--- config.mk ---
export PLATFORM = sky130hd
export DESIGN_NAME = trigger_multi
export DESIGN_NICKNAME = d
export VERILOG_FILES = /design/src/rtl/trigger_multi.sv
export SDC_FILE = /design/constraint.sdc
export NUM_CORES = 2
export LEC_CHECK = 0
export CAP_MARGIN = 20
export CORE_MARGIN = 2
export CORE_UTILIZATION = 49
export CTS_CLUSTER_DIAMETER = 100
export DETAILED_ROUTE_END_ITERATION = 8
export HOLD_SLACK_MARGIN = 0.02
export PLACE_DENSITY_LB_ADDON = 0.2
export SLEW_MARGIN = 20
export SYNTH_ARGS = -nofsm -noshare
export SYNTH_HDL_FRONTEND = slang
export SYNTH_SLANG_ARGS = --single-unit
--- constraint.sdc ---
create_clock -name clk -period 7.8 [get_ports clk]
set_input_delay 1.17 -clock clk [delete_from_list [all_inputs] [get_ports clk]]
set_output_delay 1.17 -clock clk [all_outputs]
set_load 0.01 [all_outputs]
--- src/rtl/trigger_multi.sv ---
// trigger_multi: multi-stage nibble-LUT stream trigger; TRIGGER_MULTI_DELAY_EN adds per-stage post-match delay
module trigger_multi #(
  parameter int DW = 32,
  parameter int NS = 4,
  parameter int SW = 3
) (
  input  logic          clk,
  input  logic          rst,
  input  logic [SW-1:0] cfg_stage,
  input  logic          wr_mask,
  input  logic          wr_value,
  input  logic          wr_config,
  input  logic          wr_delay,
  input  logic [DW-1:0] cfg_data,
  input  logic          arm,
  input  logic          sti_tvalid,
  input  logic          sti_tready,
  input  logic [DW-1:0] sti_tdata,
  output logic          lut_busy,
  output logic          cfg_err,
  output logic          capture,
  output logic          run,
  output logic [3:0]    level
);
  localparam int NN = DW / 4;
  typedef enum logic [1:0] {IDLE, ARMED, DELAY, FIRED} state_t;
  state_t state, nxt;
  logic [DW-1:0] mask_r [NS];
  logic [DW-1:0] value_r [NS];
  logic [20:0] cfg_r [NS];
  logic [15:0] tbl [NS][NN];
  logic [16:0] occ [NS];
  logic [DW-1:0] cur_mask, ld_mask, ld_val;
  logic [SW-1:0] ld_stage;
  logic [3:0] ld_addr;
  logic arm_d, xfer, start_any, dly_done;
  logic [NS-1:0] hit, act, mt, ms, ml;
  logic [15:0] sel_dly;
  assign xfer = sti_tvalid & sti_tready;
  assign start_any = |ms;
  always_ff @(posedge clk) begin
    if (rst) begin
      for (int s = 0; s < NS; s++) begin
        mask_r[s] <= '0;
        value_r[s] <= '0;
        cfg_r[s] <= '0;
      end
    end else begin
      for (int s = 0; s < NS; s++) begin
        if (cfg_stage == SW'(s)) begin
          if (wr_mask && !lut_busy) mask_r[s] <= cfg_data;
          if (wr_value && !lut_busy) value_r[s] <= cfg_data;
          if (wr_config) cfg_r[s] <= cfg_data[20:0];
        end
      end
    end
  end
  always_comb begin
    cur_mask = '0;
    ld_val = '0;
    for (int s = 0; s < NS; s++) begin
      if (cfg_stage == SW'(s)) cur_mask = mask_r[s];
      if (ld_stage == SW'(s)) ld_val = value_r[s];
    end
  end
  // The mask is latched at wr_value; the value register is frozen while busy
  always_ff @(posedge clk) begin
    if (rst) begin
      lut_busy <= 1'b0;
      ld_addr <= '0;
      ld_stage <= '0;
      ld_mask <= '0;
    end else if (lut_busy) begin
      ld_addr <= ld_addr + 1'b1;
      if (ld_addr == 4'hf) lut_busy <= 1'b0;
    end else if (wr_value) begin
      lut_busy <= 1'b1;
      ld_addr <= '0;
      ld_stage <= cfg_stage;
      ld_mask <= cur_mask;
    end
  end
  always_ff @(posedge clk) begin
    if (rst) begin
      for (int s = 0; s < NS; s++)
        for (int k = 0; k < NN; k++) tbl[s][k] <= '1;
    end else if (lut_busy) begin
      for (int s = 0; s < NS; s++)
        for (int k = 0; k < NN; k++)
          if (ld_stage == SW'(s))
            tbl[s][k][ld_addr] <= ~|((ld_addr ^ ld_val[4*k +: 4]) & ld_mask[4*k +: 4]);
    end
  end
  always_comb begin
    hit = '1;
    for (int s = 0; s < NS; s++)
      for (int k = 0; k < NN; k++) hit[s] = hit[s] & tbl[s][k][sti_tdata[4*k +: 4]];
  end
  always_comb begin
    act = '0;
    mt = '0;
    ms = '0;
    ml = '0;
    for (int s = 0; s < NS; s++) begin
      act[s] = state == ARMED && cfg_r[s][19:16] == level;
      mt[s] = act[s] & hit[s] & xfer & (occ[s] == {1'b0, cfg_r[s][15:0]});
      ms[s] = mt[s] & cfg_r[s][20];
      ml[s] = mt[s] & ~cfg_r[s][20];
    end
  end
  always_ff @(posedge clk) begin
    if (rst) begin
      arm_d <= 1'b0;
      cfg_err <= 1'b0;
    end else begin
      arm_d <= arm;
      if (lut_busy && (wr_value || wr_mask)) cfg_err <= 1'b1;
      else if (arm && !arm_d) cfg_err <= 1'b0;
    end
  end
`ifdef TRIGGER_MULTI_DELAY_EN
  logic [15:0] dly [NS];
  logic [15:0] dcnt;
  always_ff @(posedge clk) begin
    if (rst) begin
      for (int s = 0; s < NS; s++) dly[s] <= '0;
    end else if (wr_delay) begin
      for (int s = 0; s < NS; s++)
        if (cfg_stage == SW'(s)) dly[s] <= cfg_data[15:0];
    end
  end
  // Lowest-numbered start stage wins when several match together
  always_comb begin
    sel_dly = '0;
    for (int s = NS - 1; s >= 0; s--)
      if (ms[s]) sel_dly = dly[s];
  end
  always_ff @(posedge clk) begin
    if (rst) dcnt <= '0;
    else if (state == ARMED) dcnt <= sel_dly;
    else if (state == DELAY && xfer) dcnt <= dcnt - 1'b1;
  end
  assign dly_done = xfer && dcnt == 16'd1;
`else
  logic unused;
  assign unused = wr_delay;
  assign sel_dly = '0;
  assign dly_done = 1'b1;
`endif
  always_ff @(posedge clk) begin
    if (rst) state <= IDLE;
    else state <= nxt;
  end
  always_comb begin
    nxt = state;
    case (state)
      IDLE:    nxt = arm && !lut_busy ? ARMED : IDLE;
      ARMED:   nxt = start_any ? (sel_dly == '0 ? FIRED : DELAY) : ARMED;
      DELAY:   nxt = dly_done ? FIRED : DELAY;
      default: nxt = FIRED;
    endcase
    if (!arm) nxt = IDLE;
  end
  always_comb begin
    capture = state != IDLE;
    run = state == FIRED;
  end
  always_ff @(posedge clk) begin
    if (rst) begin
      level <= '0;
      for (int s = 0; s < NS; s++) occ[s] <= '0;
    end else if (state == IDLE && nxt == ARMED) begin
      level <= '0;
      for (int s = 0; s < NS; s++) occ[s] <= '0;
    end else if (state == ARMED) begin
      for (int s = 0; s < NS; s++)
        if (act[s] & hit[s] & xfer) occ[s] <= occ[s] + 1'b1;
      if (!start_any && |ml && level != 4'(NS - 1)) level <= level + 1'b1;
    end
  end
endmodule

==> results.cfg <==
[floorplan]
dieArea_mm2 = 0.08940
coreArea_mm2 = 0.08648
io_pins = 84
floorplan.initialDensity_pct = 49.31
die_w_um = 299.0
row_count = 108
die_y_um = 299.0

[worst_setup_path]
slowest_delay_ns = 1.21
cp-end-kind = register
path_class = in -> reg
cp.required_ns = 8.39
path_cells = clkdlybuf4s50_1 -> mux4_2 -> mux2i_1 -> a2111o_1 -> a2111oi_0 -> a31oi_1 -> nand4b_1 -> or3_1 -> a21oi_1
r2r_slack_ns = 3.29
cp-start-kind = primary input
r2r_cells = 7
r2r_start = ld_stage[0]
rr_endpoint = tbl[0][242]
crit_fanout = 13
cpMaxStageDelayCell = clkdlybuf4s50_1
arrival_ns = 5.37

[global_routing]
grt_usage_pct = 25.56
grt_pass1_vias = 25920
grt_max_degree = 91
antenna_found_initial = 2
grt_pass1_wl_um = 167600
grt_overflow = 0

[yosys]
ys_ff_latch = 968
synth_xor_area_share_pct = 3.266
synthCells = 3009
async_reset_ff_share_pct = 0
synth_top_family_by_area = simple AND/OR/NAND/NOR gates
ys_types = 77
synthFlopType = edfxtp_1
syn-num-nets = 3094
synth-compound-area-share_pct = 4.319
yosysSeqAreaShare_pct = 66.64
synth_fa_ha_area_share_pct = 0.2641
yosys_warnings = 0
syn_area_mm2 = 0.04264
syn_avg_cell_area_um2 = 14.17
synthMuxAreaShare_pct = 10.17
synth-simple-area-share_pct = 13.06
synth_edf_count = 903

[drt]
drc_errors = 0
dr.pass1.iters = 5
drtIter0Drc = 2539
ant_nets = 0
vias = 25650
wl_per_cell_um = 26.62
drt_wl_total_um = 114700
viasPerCell = 5.951

[cts]
clockBufferDepth = 3
cts_buffers = 102
postCtsSetupBuffers = 0
ctsHoldBuffers = 0
clkTransAtPathRegs_ns = 0.06
clock_sinks = 968
cts_tree = built
htreeDepth = 3
cts_root_buf = clkbuf_16
post_cts_resized = 0
clk_latency_ns = 0.68

[final_layout]
n_fill_cell = 6816
drive_gt1_share_pct = 14.56
synthToLayoutAreaGrowth_pct = 13.36
multi_input_area_mm2 = 0.01354
final_common_cell = edfxtp_1
fin_nets = 3148
final_cell_mix = edfxtp_1, nand2_1, and2_1
seqCellArea_mm2 = 0.02842

[placed_design]
dp_hpwl_um = 73150
gp_congestion = 0.8665
port-buffer-count = 82

[sta]
tightest_slew_ns = 1.170
post-route-min-period_ns = 4.777
relSlewSlack_pct = 21.73
period_share_pct = 61.24
finalSetupViolCount = 0
max_freq_ghz = 0.2093
setup_tns_ns = 0
final-hold-violation-count = 0
finClkSkew_ns = 0.02599
rsz0062_at_grt = false
maxSlewViolCount = 0

[pwr]
p_sw_share_pct = 22.57
p_leak_nw = 14.77
seqPwrFrac_pct = 50.4
ir_drop_uv = 183.8
pwr-share-comb_pct = 6.7
clkPwrFrac_pct = 42.9
p_sw_mw = 2.646
report.power.total_mw = 11.72
power_per_cell_area_mw_per_mm2 = 242.5
p_int_mw = 9.076

[status]
outcome = completed

[worst_hold_path]
whs_path_depth = 2
hold_path_class = reg -> reg
whs_endpoint = ld_mask[12]
hp-start = ld_mask[12]

[job]
maxCapViolCount = 0
[worst max-delay path, delay by kind of cell]
kind	cells	cell delay, ns
buffers and inverters	1	1.21
AND/OR/NAND/NOR	2	0.96
multiplexers	2	0.50
AO/OA/AOI/OAI	4	1.52
[worst max-delay path by stage]
stage          cells past startpoint          start  slack, ns            end
3_3_place_gp                       9  sti_tdata[21]       2.40     occ[2][15]
6_report                           9  sti_tdata[21]       3.02     occ[2][15]
4_1_cts                            9  sti_tdata[21]       3.03     occ[2][15]
3_5_place_dp                       9  sti_tdata[21]       2.34     occ[2][15]
5_1_grt                            9  sti_tdata[21]       2.62      occ[2][5]
2_1_floorplan                      3   cfg_stage[2]       3.90  value_r[1][0]
[Yosys cell counts (32+ instances only)]
master | n | area (um^2)
clkbuf_1 | 160 | 600.6
xor2_1 | 108 | 945.9
dfxtp_1 | 65 | 1301
mux2i_1 | 44 | 440.4
nor2_1 | 133 | 499.2
o21ai_0 | 168 | 840.8
nand3_1 | 70 | 350.3
o22ai_1 | 32 | 200.2
mux2_2 | 33 | 371.6
mux4_2 | 145 | 3266
xnor2_1 | 51 | 446.7
edfxtp_1 | 903 | 27120
nand2_1 | 410 | 1539
and3_1 | 62 | 387.9
and2_1 | 318 | 1989
[logic make-up (layout without fill, tap and decap cells)]
| logic type | after synthesis | count (layout) |
|---|---|---|
| AO/OA/AOI/OAI | 310 | 310 |
| XOR/XNOR | 159 | 159 |
| adder cells (fa/ha/maj) | 9 | 9 |
| buffers and inverters | 224 | 368 |
| flip-flops | 968 | 968 |
| multiplexers | 232 | 232 |
| other | 0 | 2 |
| AND/OR/NAND/NOR | 1107 | 1107 |
[power groups by stage]
stage | clock network (mW) | registers [mW] | logic, mW
floorplan | 0 | 5.99 | 0.456
global placement | 0 | 6.01 | 0.763
detailed placement | 0 | 6.02 | 0.778
CTS | 5.08 | 5.91 | 0.781
global route | 5.28 | 5.92 | 0.825
finish | 5.03 | 5.91 | 0.781
[area by class of cell]
type                       count  area share [%]
multi-input combinational   1817           28.02
antenna                        2         0.01035
clock inverter                56           1.419
sequential                   968           58.80
clock buffer                 138           5.793
tap                         1155           2.990
timing repair buffer         157           2.842
inverter                      17          0.1346
[sequential cells by signal, summed over array words and instances, names as in the netlist, 2 cells and up]
| signal | count |
|---|---|
| cfg_r | 84 |
| ld_addr | 4 |
| value_r | 128 |
| ld_stage | 3 |
| level | 4 |
| tbl | 512 |
| occ | 68 |
| ld_mask | 32 |
| mask_r | 128 |
| state | 2 |
[layer usage]
metal  track usage, %  vias up  routed length [um]  share of wire [%]
li1                 -    11250                   -                  -
met1            32.91    13080               44300                 39
met2            43.54     1102               57410                 50
met3            4.660      220                8966                7.8
met4            9.202        0                4038                3.5
met5                0        -                   0                  0
[stage by stage]
stage | hold WS (ns) | std cells | setup WS, ns | util [%] | cell area, um^2
5_1_grt | 0.4731 | 4308 | 2.625 | 55.89 | 48330
6_report | 0.4536 | 4310 | 3.023 | 55.89 | 48340
3_5_place_dp | 0.4408 | 4114 | 2.336 | 51.85 | 44840
4_1_cts | 0.4563 | 4308 | 3.027 | 55.88 | 48330
2_1_floorplan | 0.4187 | 3009 | 3.904 | - | 42640
3_3_place_gp | 0.4350 | 4113 | 2.402 | 51.84 | 44840
Power figures use the tool's default switching activity.
